--- config.mk ---
export PLATFORM = sky130hd
export DESIGN_NAME = sdcard_block_seq
export DESIGN_NICKNAME = d
export VERILOG_FILES = /design/src/rtl/sdcard_block_seq.sv
export SDC_FILE = /design/constraint.sdc
export NUM_CORES = 1
export LEC_CHECK = 0
export BUFFER_PORTS_ARGS = -buffer_cell sky130_fd_sc_hd__buf_2
export CAP_MARGIN = 30
export CORE_UTILIZATION = 50
export CTS_CLUSTER_DIAMETER = 60
export DETAILED_ROUTE_END_ITERATION = 10
export HOLD_SLACK_MARGIN = 0.03
export PLACE_DENSITY_LB_ADDON = 0.1
export SLEW_MARGIN = 20
export SYNTH_ARGS = -nofsm -noshare
export SYNTH_HDL_FRONTEND = slang
export SYNTH_SLANG_ARGS = --single-unit
export TNS_END_PERCENT = 10
--- constraint.sdc ---
create_clock -name clk -period 4.7 [get_ports clk]
set_input_delay 0.94 -clock clk [delete_from_list [all_inputs] [get_ports clk]]
set_output_delay 0.94 -clock clk [all_outputs]
set_load 0.01 [all_outputs]
--- src/rtl/sdcard_block_seq.sv ---
// Single-block (CMD17) SPI SD-card read sequencer driving the byte engine and block buffer.
// Define SDCARD_SEQ_CRC_EN to check the trailing CRC16 (error 5); otherwise the CRC bytes are discarded.
module sdcard_block_seq #(
  parameter int R1_TRIES    = 8,
  parameter int TOKEN_TRIES = 4096
) (
  input  logic        clk,
  input  logic        reset_n,
  input  logic        start,
  input  logic        abort,
  input  logic [0:31] lba,
  output logic        busy,
  output logic        done,
  output logic [0:2]  err_code,
  output logic        sd_cs,
  output logic        eng_go,
  output logic [0:7]  eng_tx,
  input  logic        eng_busy,
  input  logic [0:7]  eng_rx,
  input  logic [0:15] eng_crc16,
  output logic        eng_crc_clr,
  output logic        buf_we,
  output logic [0:8]  buf_adr,
  output logic [0:7]  buf_d
);

  typedef enum logic [2:0] {
    S_IDLE, S_CMD, S_R1, S_TOKEN, S_DATA, S_CRC, S_TAIL
  } state_t;

  // Per-byte phase: GO drives eng_go, SKIP masks the engine's busy rise, WAIT polls for completion.
  // CLR is a dedicated cycle for eng_crc_clr between the token and the first data byte.
  typedef enum logic [1:0] {
    PH_GO, PH_SKIP, PH_WAIT, PH_CLR
  } ph_t;

  localparam logic [15:0] R1_LIM  = 16'(R1_TRIES);
  localparam logic [15:0] TOK_LIM = 16'(TOKEN_TRIES);

  state_t      state_q, state_d;
  ph_t         ph_q, ph_d;
  logic [15:0] cnt_q, cnt_d;
  logic [0:31] lba_q, lba_d;
  logic [0:7]  tx_q, tx_d;
  logic [0:2]  err_q, err_d;
  logic        busy_q, busy_d;
  logic        done_q, done_d;
  logic        cs_q, cs_d;
  logic        abort_q, abort_d;
  logic        we_q, we_d;
  logic [0:8]  adr_q, adr_d;
  logic [0:7]  bd_q, bd_d;

  logic        complete;
  logic        fin;
  logic [0:2]  fin_code;

  function automatic logic [7:0] cmd_byte(input logic [2:0] idx, input logic [0:31] a);
    logic [7:0] b;
    case (idx)
      3'd0:    b = 8'h51;
      3'd1:    b = a[0:7];
      3'd2:    b = a[8:15];
      3'd3:    b = a[16:23];
      3'd4:    b = a[24:31];
      default: b = 8'h01;
    endcase
    return b;
  endfunction

`ifndef SDCARD_SEQ_CRC_EN
  logic crc_unused;
  assign crc_unused = ^eng_crc16;
`endif

  always_comb begin
    state_d  = state_q;
    ph_d     = ph_q;
    cnt_d    = cnt_q;
    lba_d    = lba_q;
    tx_d     = tx_q;
    err_d    = err_q;
    busy_d   = busy_q;
    done_d   = 1'b0;
    cs_d     = cs_q;
    abort_d  = abort_q;
    we_d     = 1'b0;
    adr_d    = adr_q;
    bd_d     = bd_q;
    fin      = 1'b0;
    fin_code = 3'd0;
    complete = (ph_q == PH_WAIT) && !eng_busy;

    case (ph_q)
      PH_GO:   ph_d = PH_SKIP;
      PH_SKIP: ph_d = PH_WAIT;
      default: ph_d = ph_q;
    endcase

    if (state_q == S_IDLE) begin
      // The done cycle is already IDLE, so a start coinciding with done is dropped here.
      if (start && !done_q) begin
        lba_d   = lba;
        err_d   = 3'd0;
        busy_d  = 1'b1;
        cs_d    = 1'b1;
        abort_d = 1'b0;
        cnt_d   = 16'd0;
        tx_d    = 8'h51;
        ph_d    = PH_GO;
        state_d = S_CMD;
      end
    end else begin
      if (abort) abort_d = 1'b1;
      // A byte that completes under a pending abort is discarded, not processed.
      if ((abort_q || abort) && (complete || ph_q == PH_CLR)) begin
        fin      = 1'b1;
        fin_code = 3'd6;
      end else if (ph_q == PH_CLR) begin
        ph_d = PH_GO;
        tx_d = 8'hFF;
      end else if (complete) begin
        ph_d = PH_GO;
        tx_d = 8'hFF;
        case (state_q)
          S_CMD: begin
            if (cnt_q == 16'd5) begin
              cnt_d   = 16'd0;
              state_d = S_R1;
            end else begin
              cnt_d = cnt_q + 16'd1;
              tx_d  = cmd_byte(cnt_q[2:0] + 3'd1, lba_q);
            end
          end
          S_R1: begin
            if (eng_rx == 8'hFF) begin
              cnt_d = cnt_q + 16'd1;
              if (cnt_q + 16'd1 == R1_LIM) begin
                fin      = 1'b1;
                fin_code = 3'd1;
              end
            end else if (eng_rx == 8'h00) begin
              cnt_d   = 16'd0;
              state_d = S_TOKEN;
            end else begin
              fin      = 1'b1;
              fin_code = 3'd2;
            end
          end
          S_TOKEN: begin
            if (eng_rx == 8'hFF) begin
              cnt_d = cnt_q + 16'd1;
              if (cnt_q + 16'd1 == TOK_LIM) begin
                fin      = 1'b1;
                fin_code = 3'd3;
              end
            end else if (eng_rx == 8'hFE) begin
              cnt_d   = 16'd0;
              ph_d    = PH_CLR;
              state_d = S_DATA;
            end else begin
              fin      = 1'b1;
              fin_code = 3'd4;
            end
          end
          S_DATA: begin
            we_d  = 1'b1;
            bd_d  = eng_rx;
            adr_d = cnt_q[8:0];
            if (cnt_q == 16'd511) begin
              cnt_d   = 16'd0;
              state_d = S_CRC;
            end else begin
              cnt_d = cnt_q + 16'd1;
            end
          end
          S_CRC: begin
            if (cnt_q == 16'd0) begin
              cnt_d = 16'd1;
            end else begin
              state_d = S_TAIL;
`ifdef SDCARD_SEQ_CRC_EN
              if (eng_crc16 != 16'h0000) begin
                fin      = 1'b1;
                fin_code = 3'd5;
              end
`endif
            end
          end
          default: begin
            fin      = 1'b1;
            fin_code = 3'd0;
          end
        endcase
      end

      if (fin) begin
        state_d = S_IDLE;
        ph_d    = PH_GO;
        cs_d    = 1'b0;
        busy_d  = 1'b0;
        done_d  = 1'b1;
        err_d   = fin_code;
        abort_d = 1'b0;
      end
    end
  end

  always_ff @(posedge clk) begin
    if (!reset_n) begin
      state_q <= S_IDLE;
      ph_q    <= PH_GO;
      cnt_q   <= 16'd0;
      tx_q    <= 8'h00;
      err_q   <= 3'd0;
      busy_q  <= 1'b0;
      done_q  <= 1'b0;
      cs_q    <= 1'b0;
      abort_q <= 1'b0;
      we_q    <= 1'b0;
      adr_q   <= 9'd0;
      bd_q    <= 8'h00;
    end else begin
      state_q <= state_d;
      ph_q    <= ph_d;
      cnt_q   <= cnt_d;
      tx_q    <= tx_d;
      err_q   <= err_d;
      busy_q  <= busy_d;
      done_q  <= done_d;
      cs_q    <= cs_d;
      abort_q <= abort_d;
      we_q    <= we_d;
      adr_q   <= adr_d;
      bd_q    <= bd_d;
    end
  end

  always_ff @(posedge clk) begin
    lba_q <= lba_d;
  end

  assign busy        = busy_q;
  assign done        = done_q;
  assign err_code    = err_q;
  assign sd_cs       = cs_q;
  assign eng_go      = (state_q != S_IDLE) && (ph_q == PH_GO);
  assign eng_tx      = tx_q;
  assign eng_crc_clr = (state_q == S_DATA) && (ph_q == PH_CLR);
  assign buf_we      = we_q;
  assign buf_adr     = adr_q;
  assign buf_d       = bd_q;

endmodule

Word-level counts from Yosys, hierarchy flattened

Cells that the tools add are included.

Flip-flop bits (word level): 85
Bits in latches: 0
Memory bits (writable): 0
Memory bits (read-only): 0
Bits of input ports: 61
Output and inout port bits: 34
Word-level logic and storage cells: 162
Memories: 0

$add $sub $neg: 2
Multipliers: 0
Div/mod/pow operators: 0
Order comparisons: 0
Equal/unequal tests: 33
Shift operators: 0
Muxes and demuxes: 78
Bitwise operators: 5
Reduce and logical (&&, ||, !) cells: 32

Operators with widths:

| cell                                                              | number |
|---|---|
| 16-bit 2-to-1 mux                                                 | 12 |
| 16-bit one-hot mux with 5 select lines                            | 1 |
| 3-bit 2-to-1 mux                                                  | 22 |
| 8-bit 2-to-1 mux                                                  | 7 |
| 8-bit one-hot mux with 5 select lines                             | 1 |
| 4-bit != test, second input constant                              | 9 |
| 2-bit 2-to-1 mux                                                  | 11 |
| 1-bit 2-to-1 mux                                                  | 20 |
| 16-bit by 1-bit adder with 16-bit output, second input constant   | 1 |
| 16-bit by 13-bit == test with 1-bit output, second input constant | 1 |
| 16-bit by 3-bit == test with 1-bit output, second input constant  | 1 |
| 16-bit by 4-bit == test with 1-bit output, second input constant  | 1 |
| 16-bit by 9-bit == test with 1-bit output, second input constant  | 1 |
| 8-bit == test, second input constant                              | 2 |
| 16-bit logical NOT                                                | 1 |
| 3-bit one-hot mux with 5 select lines                             | 1 |
| 3-bit by 2-bit == test with 1-bit output, second input constant   | 4 |
| 12-bit AND reduction                                              | 1 |
| 3-bit nonzero test                                                | 4 |
| 3-bit == test, second input constant                              | 3 |
| 8-bit logical NOT                                                 | 1 |
| 8-bit AND reduction                                               | 1 |
| 7-bit nonzero test                                                | 1 |
| 3-bit by 1-bit == test with 1-bit output, second input constant   | 2 |
| 24 further kinds                                                  | 41 |

Depth between registers and ports, before layout

Depth in word-level cells: 11
Depth in mapped cells: 11
Depth with buffers taken out: 10

Least setup slack after synthesis

OpenSTA, ideal clock, no wires.

Kind: input -> register
Start: in eng_rx[3] in the netlist's numbering
End: reg state_q[2]
Setup time: 0.080 ns
Arrival: 2.756 ns
Data required time: 4.620 ns
Setup slack: 1.865 ns
Stages: 7
Buffers on the path: 0
Cell sequence: or4_1 -> o21a_1 -> a211oi_2 -> o21ai_1 -> nand2b_4 -> or4_4 -> a211oi_2

Word-level cells in the longest chain between the ends: 10
Elaborated cells on any way between the ends: 26
Classes of those cells: eq/ne: 11; mux: 11; reduce/logical: 4

Ends and longest elaborated chain:

| element                                                                   | RTL line | text |
|---|---|---|
| from (decl)                                                               | 19       | `input logic [0:7] eng_rx,` |
| 8-bit == test or 8-bit logical NOT (tied branches)                        | 157, 142 |  |
| 1-bit 2-to-1 mux, on equally long branches                                | 157, 142 |  |
| 1-bit 2-to-1 mux, on equally long branches                                | 151, 136 |  |
| 1-bit one-hot mux with 3 select lines                                     | 125      | `case (state_q)` |
| 1-bit 2-to-1 mux                                                          | 122      | `end else if (complete) begin` |
| 1-bit 2-to-1 mux                                                          | 119      | `end else if (ph_q == PH_CLR) begin` |
| 1-bit 2-to-1 mux                                                          | 116      | `if ((abort_q \|\| abort) && (complete \|\| ph_q == PH_CLR)) begin` |
| 1-bit 2-to-1 mux                                                          | 100      | `if (state_q == S_IDLE) begin` |
| 4-bit != test (no source line) (tied with other cells)                    | -        |  |
| 12-bit AND reduction (no source line) or 3-bit 2-to-1 mux (tied branches) | -        |  |
| to (signal assigned)                                                      | 224      | `state_q <= state_d;` |
| to (decl)                                                                 | 40       | `state_t state_q, state_d;` |

Several ways; a longest one is shown, not always the timed one. The select of a mux whose other input is x is not followed.
A chain may end at the register's enable or synchronous reset.

Final worst setup path

Start: reg cnt_q[0]
End: reg state_q[0]

Word-level cells in the longest chain between the ends: 11
Elaborated cells on any way between the ends: 29
Classes of those cells: add/sub: 1; eq/ne: 13; mux: 11; reduce/logical: 4

Ends and longest elaborated chain:

| element                                                                                                 | RTL line | text |
|---|---|---|
| from (decl)                                                                                             | 42       | `logic [15:0] cnt_q, cnt_d;` |
| from (signal assigned)                                                                                  | 226      | `cnt_q <= cnt_d;` |
| 16-bit by 1-bit adder with 16-bit output                                                                | 138, 153 |  |
| 16-bit by 13-bit == test with 1-bit output or 16-bit by 4-bit == test with 1-bit output (tied branches) | 153, 138 |  |
| 1-bit 2-to-1 mux, on equally long branches                                                              | 153, 138 |  |
| 1-bit 2-to-1 mux, on equally long branches                                                              | 151, 136 |  |
| 1-bit one-hot mux with 3 select lines                                                                   | 125      |  |
| 1-bit 2-to-1 mux                                                                                        | 122      |  |
| 1-bit 2-to-1 mux                                                                                        | 119      |  |
| 1-bit 2-to-1 mux                                                                                        | 116      |  |
| 1-bit 2-to-1 mux                                                                                        | 100      |  |
| 4-bit != test (no source line) (tied with other cells)                                                  | -        |  |
| 12-bit AND reduction (no source line) or 3-bit 2-to-1 mux (tied branches)                               | -        |  |

Several ways; a longest one is shown, not always the timed one. The select of a mux whose other input is x is not followed.

==> results.cfg <==
[outcome]
run_status = complete, no violations

[routing]
routed_wirelength_um = 9900
wl_per_cell_um = 15.6
drt_iter0_drc = 197
vias = 3759
dr.pass1.iters = 5
antenna_left = 0
vias_per_cell = 5.92
drc = 0

[setup_path]
startpoint = cnt_q[0]$_SDFFE_PN0P_
timing.rr.end = state_q[0]$_SDFFE_PN0P_
crit_chain = ha_1, nand3_1, nor4_2, xnor2_1, nand4_1, a21bo_2, a221oi_4, a31o_2, a21oi_1
regToRegStartpoint = cnt_q[0]$_SDFFE_PN0P_
timing.reg2reg.setup_slack_ps = 1690
slowest_stage = dfxtp_1
crit_family = compound AO/OA/AOI/OAI gates
arrival_ps = 3240
endpoint_kind = register
timing.critical_path.buf_inv = 0
worstSetupStartpointType = register
cp_max_fo = 10
cp.depth = 9
required_ps = 4920
endpoint = state_q[0]$_SDFFE_PN0P_
r2r_cells = 9
critPathMaxStageDelay_ps = 550
path_class = reg2reg

[synth]
ys_ff_latch = 85
avgSynthCellArea_um2 = 9.30
seq_area_frac_synth_pct = 47.3
synth_cells = 460
synthesis.area_um2 = 4280
synth-xor-area-share_pct = 1.23
synthSimpleGateAreaFrac_pct = 20.9
synth_top_area_share_pct = 24.8
synth_cell_types = 65
synth_ff_type = dfxtp_1
async_reset_ff_share_pct = 0
synth_compound_area_share_pct = 21.7
synthMuxAreaShare_pct = 0.497
syn_nets = 534
yosysWarnings = 0
synth_top_family_by_area = compound AO/OA/AOI/OAI gates
synthTopCellsByArea = dfxtp_1, edfxtp_1, nand2_1, a21oi_1, ha_1
synth_edf_count = 32
yosysTopAreaCell = dfxtp_1
synth-adder-area-share_pct = 3.80

[timing]
period_needed_ps = 3010
slew_viol_final = 0
max_slew_margin_pct = 49.3
tightest_slew_ps = 759
fmax_mhz = 332
rsz0062_at_grt = false
fin_skew_ps = 12.1
finalSetupViolations = 0
layout_worst_path_cycle_share_pct = 64.1
finalHoldViolCount = 0
setup_tns_ps = 0

[floorplanning]
core_um2 = 8260
die-area_um2 = 8930
die_h_um = 94.5
ioPinCount = 95
core.rowCount = 33
die_w_um = 94.5
start_util_pct = 51.8

[run]
cap_violations = 0

[final_layout]
area_growth_pct = 15.7
final_cell_mix = buf_2, nand2_1, dfxtp_1
diodes = 0
drive_gt1_share_pct = 22.5
fin_nets = 599
layout_commonest_cell = buf_2
stdcell_area_um2 = 4950

[clock_network]
cts_tree = done
clock-sinks = 85
cts-htree-levels = 3
post_cts_buffers = 0
cts-root-buf = clkbuf_8
clk_latency_ps = 360
clk_pin_slew_worst_paths_ps = 80
cts_buffers = 9
cts_hold_buf = 0
ctsResizeCount = 0
clockBufferDepth = 2

[global_routing]
overflow = 0
grt_pass1_wl_um = 16400
grt_antenna_before_repair = 0
grt_pass1_vias = 3539
track_usage_pct = 23.5
grt_max_degree = 33

[placement]
globalplace.congestion = 0.884
post-dp-hpwl_um = 7010
place_area_um2 = 4720
numPortBuffers = 78

[power_and_ir_drop]
power_leakage_nw = 2.00
power_density_nw_per_um2 = 488
vdd_drop_max_mv = 0.329

[worst_hold_path]
hold_path.class = reg2reg
[how the worst min path moves through the flow]
stage                       startpoint                      end  cells after the start
3_3_place_gp     buf_d[1]$_SDFFE_PN0P_    buf_d[1]$_SDFFE_PN0P_                      2
5_1_grt        buf_adr[7]$_SDFFE_PN0P_  buf_adr[7]$_SDFFE_PN0P_                      2
6_report       buf_adr[7]$_SDFFE_PN0P_  buf_adr[7]$_SDFFE_PN0P_                      2
2_1_floorplan   cnt_q[15]$_SDFFE_PN0P_   cnt_q[15]$_SDFFE_PN0P_                      1
3_5_place_dp   buf_adr[7]$_SDFFE_PN0P_  buf_adr[7]$_SDFFE_PN0P_                      2
4_1_cts        buf_adr[7]$_SDFFE_PN0P_  buf_adr[7]$_SDFFE_PN0P_                      2
[registers in the layout, summed over array words and instances, names as in the netlist]
signal	cells
lba_q	32
buf_d	8
sd_cs	1
done	1
eng_tx	8
abort_q	1
ph_q	2
cnt_q	16
buf_adr	9
buf_we	1
state_q	3
err_code	3
[cells in the mapped netlist (all sizes together) (2+ instances only)]
master,number
nand2,59
dfxtp,53
a21oi,40
edfxtp,32
o21ai,31
nor2,30
inv,16
buf,15
clkbuf,15
nand3,14
ha,13
a31oi,12
nand4,12
nor3,10
a222oi,8
and3,7
a2bb2oi,6
nor2b,6
nor4,6
a211oi,5
and4,5
o31ai,5
or4,5
xnor2,5
a31o,4
nand2b,4
o211ai,4
nor3b,3
o21a,3
o41ai,3
or3,3
a2111oi,2
a21o,2
a221oi,2
a22o,2
nand4b,2
o22ai,2
[power breakdown]
part           leakage [nW]  total, W  internal (W)  switching, W
clock                 0.110  0.000572      0.000302      0.000270
sequential            0.738   0.00105      0.000961     0.0000844
combinational          1.15  0.000801      0.000300      0.000501
[layout make-up]
cell class | count | area, um2
multi-input cells | 329 | 2060
well taps | 105 | 131
repair buffers | 84 | 455
clock inverters | 7 | 98.8
inverters | 16 | 60.1
clock buffers | 9 | 124
flip-flops and latches | 85 | 2020
fillers | 737 | 3310
[routing by layer]
metal / vias up / part of all wire [%] / track usage, %
met3: 19 / 5.5 / 5.31
met4: 0 / 1.9 / 8.84
met2: 120 / 47 / 40.6
met1: 1764 / 45 / 28.6
met5: - / 0 / 0
li1: 1856 / - / -
[logic make-up (layout without fill, tap and decap cells)]
family                     after synthesis  after routing
DFF                                     85             85
buffers and inverters                   46            116
AOI/OAI and AO/OA                      137            137
and+or+nand+nor                        171            171
xor gates and xnor gates                 6              6
muxes                                    2              2
adders and majority gates               13             13
[worst register-to-register path, stage by stage (launching register included)]
cell,delay (ps)
dfxtp_1,550
ha_1,380
nand3_1,170
nor4_2,460
xnor2_1,200
nand4_1,150
a21bo_2,280
a221oi_4,460
a31o_2,180
a21oi_1,60
[stage by stage]
stage / power (W) / utilization, % / setup slack, ps / std cells / hold slack [ps]
6_report: 0.00242 / 59.9 / 1690 / 635 / 458
5_1_grt: 0.00257 / 59.9 / 1500 / 635 / 472
4_1_cts: 0.00242 / 59.8 / 1690 / 634 / 458
3_5_place_dp: 0.00185 / 57.2 / 1500 / 618 / 446
3_3_place_gp: 0.00183 / 56.8 / 1560 / 617 / 439
2_1_floorplan: 0.00162 / - / 1860 / 460 / 450
Note: power is estimated with default switching activity, not from simulation.
